[config.mk]
export PLATFORM = sky130hd
export DESIGN_NAME = rgbled_ctrl
export DESIGN_NICKNAME = d
export VERILOG_FILES = /design/src/rtl/rgbled_pkg.sv /design/src/rtl/rgbled_timer.sv /design/src/rtl/rgbled_ctrl.sv
export SDC_FILE = /design/constraint.sdc
export NUM_CORES = 1
export LEC_CHECK = 0
export CAP_MARGIN = 20
export CORE_UTILIZATION = 50
export CTS_CLUSTER_SIZE = 8
export DETAILED_ROUTE_END_ITERATION = 8
export GPL_ROUTABILITY_DRIVEN = 1
export GPL_TIMING_DRIVEN = 0
export PLACE_DENSITY_LB_ADDON = 0.15
export SLEW_MARGIN = 5
export SYNTH_ARGS = -nofsm -noshare
export SYNTH_HDL_FRONTEND = slang
export SYNTH_HIERARCHICAL = 1
export SYNTH_SLANG_ARGS = --single-unit
[constraint.sdc]
create_clock -name main_clk_buf -period 2.7 [get_ports main_clk_buf]
set_input_delay 0.54 -clock main_clk_buf [delete_from_list [all_inputs] [get_ports main_clk_buf]]
set_output_delay 0.54 -clock main_clk_buf [all_outputs]
set_load 0.03 [all_outputs]
[src/rtl/rgbled_pkg.sv]
// Shared types and helpers for the WS281x frame sequencer.
package rgbled_pkg;

  // One LED colour word in the order the WS281x shifts it out.
  typedef struct packed {
    logic [7:0] g;
    logic [7:0] r;
    logic [7:0] b;
  } rgb_t;

  typedef enum logic [2:0] {
    IDLE,
    LOAD,
    SEND,
    DRAIN,
    LATCH
  } rgbled_state_e;

  localparam rgb_t RGB_OFF = '0;

  // Counter/index width for n states, never narrower than one bit.
  function automatic int unsigned cnt_width(input int unsigned n);
    return (n > 1) ? $clog2(n) : 1;
  endfunction

endpackage

[src/rtl/rgbled_timer.sv]
// Up-counter that wraps at Cycles-1 and flags the wrap cycle on o_tc.
// Cycles must be >= 1.
module rgbled_timer
  import rgbled_pkg::*;
#(
  parameter int unsigned Cycles = 2
) (
  input  logic main_clk_buf,
  input  logic rst_sys_n,
  input  logic i_clr,
  input  logic i_en,
  output logic o_tc
);

  localparam int unsigned CntW = cnt_width(Cycles);
  localparam logic [CntW-1:0] TermCnt = CntW'(Cycles - 1);

  logic [CntW-1:0] r_cnt;

  assign o_tc = i_en && (r_cnt == TermCnt);

  // Count enabled cycles; clear has priority, terminal count wraps to zero.
  always_ff @(posedge main_clk_buf or negedge rst_sys_n) begin
    // NOTE: state registers use non-blocking assignments so every flop samples pre-edge values.
    if (!rst_sys_n) begin
      r_cnt <= '0;
    end else if (i_clr) begin
      r_cnt <= '0;
    end else if (i_en) begin
      r_cnt <= o_tc ? '0 : r_cnt + 1'b1;
    end
  end

endmodule

[src/rtl/rgbled_ctrl.sv]
// WS281x frame sequencer: double-buffered colour table streamed to ws281x_drv,
// followed by the latch gap. Frames start on update_i or periodic refresh.
module rgbled_ctrl
  import rgbled_pkg::*;
#(
  parameter int unsigned NumLeds       = 2,
  parameter int unsigned LatchCycles   = 2000,
  parameter int unsigned RefreshCycles = 250000,
  localparam int unsigned IdxW         = cnt_width(NumLeds)
) (
  input  logic            main_clk_buf,
  input  logic            rst_sys_n,
  input  logic            wr_en_i,
  input  logic [IdxW-1:0] wr_idx_i,
  input  logic [23:0]     wr_data_i,
  input  logic            update_i,
  input  logic            off_i,
  output logic            busy_o,
  output logic            frame_done_o,
  output logic            drv_go_o,
  output logic [23:0]     drv_data_o,
  output logic            drv_data_valid_o,
  output logic            drv_data_last_o,
  input  logic            drv_data_ack_i,
  input  logic            drv_idle_i
);

  localparam logic [IdxW-1:0] LastIdx = IdxW'(NumLeds - 1);

  rgbled_state_e   r_state, w_state_next;
  rgb_t            r_shadow [NumLeds];
  rgb_t            r_active [NumLeds];
  logic [IdxW-1:0] r_idx, w_idx_next;
  logic            r_pending;
  logic            r_go, r_valid, r_last, r_frame_done;
  rgb_t            r_data;
  logic            w_go_next, w_valid_next, w_last_next, w_frame_done_next;
  rgb_t            w_data_next;
  logic            w_refresh_tc, w_latch_tc, w_req;

  if (RefreshCycles != 0) begin : g_refresh
    rgbled_timer #(.Cycles(RefreshCycles)) u_refresh_timer (
      .main_clk_buf (main_clk_buf),
      .rst_sys_n    (rst_sys_n),
      .i_clr        (1'b0),
      .i_en         (1'b1),
      .o_tc         (w_refresh_tc)
    );
  end else begin : g_no_refresh
    assign w_refresh_tc = 1'b0;
  end

  // Latch counter is held cleared in DRAIN so LATCH lasts exactly LatchCycles cycles.
  rgbled_timer #(.Cycles(LatchCycles)) u_latch_timer (
    .main_clk_buf (main_clk_buf),
    .rst_sys_n    (rst_sys_n),
    .i_clr        (r_state == DRAIN),
    .i_en         (r_state == LATCH),
    .o_tc         (w_latch_tc)
  );

  assign w_req = update_i || w_refresh_tc;

  // Software writes land in the shadow table only, in any state.
  always_ff @(posedge main_clk_buf or negedge rst_sys_n) begin
    // NOTE: the tables are small flop arrays and must power up dark, so they are reset like any other state.
    if (!rst_sys_n) begin
      for (int i = 0; i < int'(NumLeds); i++) r_shadow[i] <= RGB_OFF;
    end else if (wr_en_i && (32'(wr_idx_i) < NumLeds)) begin
      r_shadow[wr_idx_i] <= wr_data_i;
    end
  end

  // Snapshot the whole shadow table into the active table during LOAD.
  always_ff @(posedge main_clk_buf or negedge rst_sys_n) begin
    if (!rst_sys_n) begin
      for (int i = 0; i < int'(NumLeds); i++) r_active[i] <= RGB_OFF;
    end else if (r_state == LOAD) begin
      r_active <= r_shadow;
    end
  end

  // Frame request flag: starts at 1 for the post-reset blank frame; a new request beats the LOAD clear.
  always_ff @(posedge main_clk_buf or negedge rst_sys_n) begin
    if (!rst_sys_n) begin
      r_pending <= 1'b1;
    end else if (w_req) begin
      r_pending <= 1'b1;
    end else if (r_state == LOAD) begin
      r_pending <= 1'b0;
    end
  end

  // Next state and next registered driver outputs.
  always_comb begin
    // NOTE: every signal gets a default first so no path through the case infers a latch.
    w_state_next      = r_state;
    w_idx_next        = r_idx;
    w_go_next         = 1'b0;
    w_valid_next      = 1'b0;
    w_last_next       = 1'b0;
    w_data_next       = RGB_OFF;
    w_frame_done_next = 1'b0;
    unique case (r_state)
      IDLE: begin
        if (r_pending || w_req) w_state_next = LOAD;
      end
      LOAD: begin
        // Active is being loaded from shadow this edge, so word 0 comes straight from shadow.
        w_state_next = SEND;
        w_idx_next   = '0;
        w_go_next    = 1'b1;
        w_valid_next = 1'b1;
        w_last_next  = (LastIdx == '0);
        w_data_next  = off_i ? RGB_OFF : r_shadow[0];
      end
      SEND: begin
        w_go_next    = 1'b1;
        w_valid_next = 1'b1;
        w_last_next  = r_last;
        w_data_next  = r_data;
        if (drv_data_ack_i) begin
          if (r_last) begin
            w_state_next = DRAIN;
            w_go_next    = 1'b0;
            w_valid_next = 1'b0;
            w_last_next  = 1'b0;
            w_data_next  = RGB_OFF;
          end else begin
            w_idx_next  = r_idx + 1'b1;
            w_last_next = (w_idx_next == LastIdx);
            w_data_next = off_i ? RGB_OFF : r_active[w_idx_next];
          end
        end
      end
      DRAIN: begin
        if (drv_idle_i) w_state_next = LATCH;
      end
      LATCH: begin
        if (w_latch_tc) begin
          w_state_next      = IDLE;
          w_frame_done_next = 1'b1;
        end
      end
      default: w_state_next = IDLE;
    endcase
  end

  // State, word index and registered driver-facing outputs.
  always_ff @(posedge main_clk_buf or negedge rst_sys_n) begin
    if (!rst_sys_n) begin
      r_state      <= IDLE;
      r_idx        <= '0;
      r_go         <= 1'b0;
      r_valid      <= 1'b0;
      r_last       <= 1'b0;
      r_data       <= RGB_OFF;
      r_frame_done <= 1'b0;
    end else begin
      r_state      <= w_state_next;
      r_idx        <= w_idx_next;
      r_go         <= w_go_next;
      r_valid      <= w_valid_next;
      r_last       <= w_last_next;
      r_data       <= w_data_next;
      r_frame_done <= w_frame_done_next;
    end
  end

  assign busy_o           = (r_state != IDLE);
  assign frame_done_o     = r_frame_done;
  assign drv_go_o         = r_go;
  assign drv_data_o       = r_data;
  assign drv_data_valid_o = r_valid;
  assign drv_data_last_o  = r_last;

endmodule
==> results of run 1 <==
==> cells in the mapped netlist (2+ instances only) <==
cell type    n
nand3b_1     6
buf_2       13
ha_1         2
nand3_1      6
mux2_2      48
inv_1        7
buf_4       10
and3b_1      2
o21ai_0      6
buf_6        4
clkbuf_1     8
and3_1       2
nor4_1       5
or4_1        2
o2bb2ai_1   24
xor2_1       6
o21ai_1      3
nor2_1      30
dfrtp_1    156
or3_1        4
a21oi_1      8
nand4_1      8
nor3_1      10
a22o_1      27
nor2b_1      2
nand4_2      2
nand2_1    163
nand2b_1     3
conb_1       2
mux2i_1     25
xnor2_1     12
==> cell type report <==
cell class	count	area [um2]	area share, %
Buffer	37	224	2.65
Clock buffer	19	443	5.23
Clock inverter	10	141	1.67
Inverter	7	26.3	0.310
Multi-Input combinational cell	437	2840	33.5
Sequential cell	157	3930	46.4
Tap cell	176	220	2.60
Timing Repair Buffer	62	643	7.60
==> flip-flops by register name, summed over array words and instances (netlist names), 3 cells and up <==
register and cells:
r_active 48, r_shadow 48, drv_data_o 24, g_refresh.u_refresh_timer/r_cnt 18
u_latch_timer/r_cnt 11, r_state 3
==> worst min-delay path: stages, from the launching register on <==
cell and delay, ns:
dfrtp_1 0.34, nand2_1 0.05, nand2_1 0.05
==> worst paths after layout <==
kind,slack [ns],to
worst max-delay path,0.17,busy_o
worst min-delay path,0.46,r_active[2]
worst max register to register,0.49,u_latch_timer/r_cnt[7]
worst min register to register,0.46,r_active[2]
max in group asynchronous,1.24,r_shadow[37]
min in group asynchronous,0.59,g_refresh.u_refresh_timer/r_cnt[13]
==> cells by family after synthesis <==
group / share of synthesized area (%)
AO/OA/AOI/OAI: 8.92
XOR/XNOR: 2.26
adder cells (fa/ha/maj): 0.358
buffers and inverters: 3.58
flip-flops: 56.3
multiplexers: 11.3
other: 0.107
AND/OR/NAND/NOR: 17.2
==> per-stage QoR <==
| step | TNS, ns | total power [mW] | worst slack (ns) | area (um2) | hold slack (ns) |
|---|---|---|---|---|---|
| 3_5_place_dp | 0 | 5.73 | 0.345 | 7870 | 0.441 |
| 6_report | 0 | 8.10 | 0.172 | 8460 | 0.462 |
| 5_1_grt | 0 | 8.54 | 0.113 | 8460 | 0.486 |
| 2_1_floorplan | 0 | 4.92 | 0.682 | 7020 | 0.244 |
| 3_3_place_gp | -789.97 | 5.63 | -5.06 | 7840 | 0.442 |
| 4_1_cts | 0 | 8.15 | 0.166 | 8460 | 0.463 |
==> power groups by stage <==
stage	Combinational [mW]	Clock, mW	Sequential [mW]
final	2.47	2.39	3.24
after global routing	2.71	2.53	3.30
after CTS	2.48	2.43	3.23
after detailed placement	2.46	0	3.27
after global placement	2.39	0	3.24
after floorplan	1.60	0	3.32
==> placed cells by master (no fill, tap or decap), types with 2 or more instances in the layout <==
master / instances
buf_2: 13
clkbuf_1: 9
dfrtp_1: 156
nand4_1: 8
a21oi_1: 8
inv_1: 7
clkbuf_16: 17
clkinvlp_4: 2
buf_4: 10
nor2_1: 30
nand2b_1: 3
and3_1: 2
mux2i_1: 25
buf_6: 4
nand2_1: 163
clkinv_2: 2
nand4_2: 2
or3_1: 4
xor2_1: 6
conb_1: 10
o2bb2ai_1: 24
nor2b_1: 2
nand3b_1: 6
xnor2_1: 12
nor3_1: 10
o21ai_1: 3
clkdlybuf4s50_1: 59
ha_1: 2
nand3_1: 6
nor4_1: 5
mux2_2: 48
o21ai_0: 6
or4_1: 2
inv_6: 2
bufinv_16: 3
and3b_1: 2
a22o_1: 27
==> per-layer routing <==
layer / vias to the layer above / wire [um] / global-route usage [%]
li1: 2345 / - / -
met3: 9 / 533 / 5.09
met4: 0 / 94 / 6.02
met2: 101 / 7640 / 37.5
met5: - / 0 / 0
met1: 2431 / 6990 / 31.0
==> timing repair <==
action,4_1_cts,5_1_grt
hold buffers,1,0
hold endpoints to repair,4,0
gates resized for setup,0,0
==> metrics.txt, run 1 <==
status=complete, no violations; pwr dens=957 nW/um2; vias per cell=5.40; first-pass GRT wire length=approximately 25 mm; worst slew pin tran=0.685 ns; buffers and inverters on the worst path=2; initial drt markers=501; drt pass-1 iters=5; Distinct cells, synth=between 50 and 60; fillers=1094; switch share=33.2%; ys async rst share=between 90% and 100%; largest net degree at the start of global routing=118; Primary FF master, synth=dfrtp_1; Layout Nets=753; total number of vias=4886; post-route ant nets=0; Yosys warnings=6; period utilization=93.6%; type of the worst min-delay path=reg -> reg; Syn Std Cell Area=~7000 um2; Crit Path Category=reg -> out; Crit. Startpoint=r_state[0]; io pins=61; slowest stage cell, crit path=clkdlybuf4s50_1; Yosys reg bits=157; CP top delay family=buffers and inverters; Sinks on Clock Net=157; max-slew violation count=0; post-CTS setup buffers=0; slowest stage delay, CP=0.60 ns; kind of end point of the critical path=output pin; WP data required=2.16 ns; Worst Hold Path Cells=2; Routed WL=around 15 mm; minimum clock period after layout=roughly 2.5 ns; Area contributors post-synth=dfrtp_1 (56%), nand2_1 (8.8%), mux2_2 (7.7%); Inst Count DP=slightly below 900; Clk network pwr share=29.5%; clock latency on the worst-skew pair=0.42 ns; final core occ=around 63%; DR WL/cell=16.9 um; Yosys top cell area share=between 50% and 60%; worst r2r src=r_state[0]; VDD IR max=0.622 mV; Post-synth EDFFs=0; DRC viols=0; crit path cell chain=buf_4 -> or3_1 -> clkdlybuf4s50_1; combinational share of power=between 30% and 40%; Worst Setup Start Kind=register; # setup viols final=0; R2R cell count=10; CP max FO=10; htree depth=4; initial core utilization=51.9%; Max Clock Skew=0.00819 ns; critical path depth=3; Die Y=120 um; Final Hold Fails=0; Die Width=~120 um; fmax=396 MHz; synthesized area per cell=11.1 um2; Max Buffers Root-to-Sink=2; I/O Buffers=60; total track usage=22.9%; Switch Pwr=roughly 2.7 mW; layout cells sized above 1=16.3%; Leak Pwr=3.87 nW; Seq/Total Area, Yosys=56.3%; die area=14500 um2; antenna violations before repair=0; RSZ-0062 raised after global routing=false; Pint=5.41 mW; post-DP HPWL=10.1 mm; ant diodes=0; Arr. time, crit path=1.99 ns; Max Cap Violations=0; GPL Wtd Cong=0.824; CTS tree=done; Core Box Area=approximately 13000 um2; CTS buffer count=17; Layout area overhead=21.1%; relative slew slack=54.3%; Root Buffer=clkbuf_16; GRT overflow=0; Reg power frac=40.0%; Layout Cells excl Fill=approximately 910; Hold Crit Start=r_shadow[2]; post-synth top area cell=dfrtp_1; Post-Synthesis Cells=630; Rows=42; vias in the first global route=4992; Reg clk slew, reported paths=0.06 ns
No activity file was read; power rests on OpenSTA's default activity.
==> run 2, diff against run 1 <==
--- a/config.mk
+++ b/config.mk
@@ -11,7 +11,7 @@
 export DETAILED_ROUTE_END_ITERATION = 8
 export GPL_ROUTABILITY_DRIVEN = 1
 export GPL_TIMING_DRIVEN = 0
-export PLACE_DENSITY_LB_ADDON = 0.15
+export PLACE_DENSITY = 0.74
 export SLEW_MARGIN = 5
 export SYNTH_ARGS = -nofsm -noshare
 export SYNTH_HDL_FRONTEND = slang
==> constraint.sdc (replaced) <==
create_clock -name main_clk_buf -period 2.8 [get_ports main_clk_buf]
set_input_delay 0.56 -clock main_clk_buf [delete_from_list [all_inputs] [get_ports main_clk_buf]]
set_output_delay 0.56 -clock main_clk_buf [all_outputs]
set_load 0.03 [all_outputs]
==> metrics.txt, run 2 (synthesis results as in run 1) <==
CP max FO=10; total number of vias=4963; # setup viols final=0; drt pass-1 iters=5; Final Instance Area=~8500 um2; worst slew pin tran=0.650 ns; period utilization=91.1%; R2R setup slack=0.55 ns; CTS buffer count=17; post-route ant nets=0; GPL Wtd Cong=0.813; post-DP HPWL=10.3 mm; Layout Nets=roughly 750; vias in the first global route=5139; dpl ws=between 0.4 and 0.5 ns; max-slew violation count=0; WP data required=2.24 ns; Final WS setup=0.248 ns; multi-input logic area=approximately 2800 um2; VDD IR max=about 0.54 mV; Rows=between 40 and 50; kind of end point of the critical path=output pin; leading cell type in the layout, fill and taps excluded=nand2_1; clock latency on the worst-skew pair=0.43 ns; Worst Setup Start Kind=register; Placement Cell Area=7870 um2; Layout area overhead=21.0%; CTS tree=done; vias per cell=5.47; setup TNS=0 ns; type of the worst min-delay path=reg -> reg; Max Cap Violations=0; htree depth=4; Root Buffer=clkbuf_16; layout cells sized above 1=16.7%; Die Width=approximately 120 um; DR WL/cell=~17 um; GRT overflow=0; relative slew slack=~57%; most frequent cells in the layout=nand2_1 (163), dfrtp_1 (156), clkdlybuf4s50_1 (59); Routed WL=15.2 mm; register area=3930 um2; initial core utilization=51.9%; Final Hold Fails=0; minimum clock period after layout=approximately 2.6 ns; fmax=392 MHz; Arr. time, crit path=between 1.5 and 2 ns; ant diodes=0; Crit Path Category=reg -> out; Die Y=about 120 um; largest net degree at the start of global routing=127; post-CTS setup buffers=0; first-pass GRT wire length=25.5 mm; io pins=61; Reg clk slew, reported paths=0.06 ns; die area=14500 um2; Max Clock Skew=0.0119 ns; I/O Buffers=60; initial drt markers=479; status=complete, no violations; fillers=roughly 1100; total track usage=between 20 and 25%; antenna violations before repair=0; Core Box Area=around 13000 um2; Max Buffers Root-to-Sink=2; pwr dens=914 nW/um2; RSZ-0062 raised after global routing=false; DRC viols=0; Leak Pwr=3.86 nW; Sinks on Clock Net=roughly 160
[run 2: cell types whose count changed in the layout (fill, tap and decap cells not counted), sizes merged]
cell      delta
inv          +3
bufinv       -2
clkbuf       -1
clkinv       +1
clkinvlp     +1
[run 2: metal layers]
layer	vias to the layer above	share of wire (%)	track usage, %
met5	-	0	0
met4	0	1.4	7.87
met3	20	4.4	5.85
met2	119	50	38.4
met1	2477	44	29.1
li1	2347	-	-
[run 2: stage by stage]
stage | utilization [%] | hold WS [ns] | total power [mW] | instances
finish | 62.8 | 0.461 | 7.72 | 907
global route | 62.8 | 0.477 | 8.18 | 907
CTS | 62.8 | 0.463 | 7.77 | 907
detailed placement | 58.5 | 0.436 | 5.53 | 875
global placement | 58.3 | 0.442 | 5.41 | 874
floorplan | - | 0.264 | 4.74 | 638
[run 2: area by class of cell]
class / count / area share (%)
Sequential cell: 157 / 46.5
Multi-Input combinational cell: 437 / 33.6
Timing Repair Buffer: 62 / 7.61
Clock buffer: 18 / 5.20
Buffer: 37 / 2.65
Tap cell: 176 / 2.61
Clock inverter: 13 / 1.57
Inverter: 7 / 0.311
[run 2: final timing paths]
check,from,endpoint,depth (start not counted)
max,r_state[0],busy_o,3
min,r_shadow[12],r_active[12],2
max reg2reg,r_state[0],r_state[2],10
min reg2reg,r_shadow[12],r_active[12],2
max in group asynchronous,rst_sys_n,r_shadow[41],3
min in group asynchronous,rst_sys_n,g_refresh.u_refresh_timer/r_cnt[10],2
[run 2: worst max-delay path: stages (launching register included)]
cell,delay [ns]
dfrtp_1,0.41
buf_4,0.19
or3_1,0.38
clkdlybuf4s50_1,0.60
[run 2: where the power goes]
group          leakage (nW)  internal [mW]  total, mW  switching (mW)
registers              2.00           2.81       3.13           0.323
logic                  1.58          0.997       2.38            1.38
clock network         0.273           1.26       2.21           0.949
[run 2: what timing repair did]
action / in CTS / in global routing
hold buffers: 1 / 0
endpoints found under the hold margin: 16 / 0
gates resized for setup: 0 / 0
==> run 3, diff against run 2 <==
--- a/config.mk
+++ b/config.mk
@@ -5,7 +5,6 @@
 export SDC_FILE = /design/constraint.sdc
 export NUM_CORES = 1
 export LEC_CHECK = 0
-export CAP_MARGIN = 20
 export CORE_UTILIZATION = 50
 export CTS_CLUSTER_SIZE = 8
 export DETAILED_ROUTE_END_ITERATION = 8
==> results of run 3 <==
No change in the layout: final DEF, timing and power equal those of run 2.
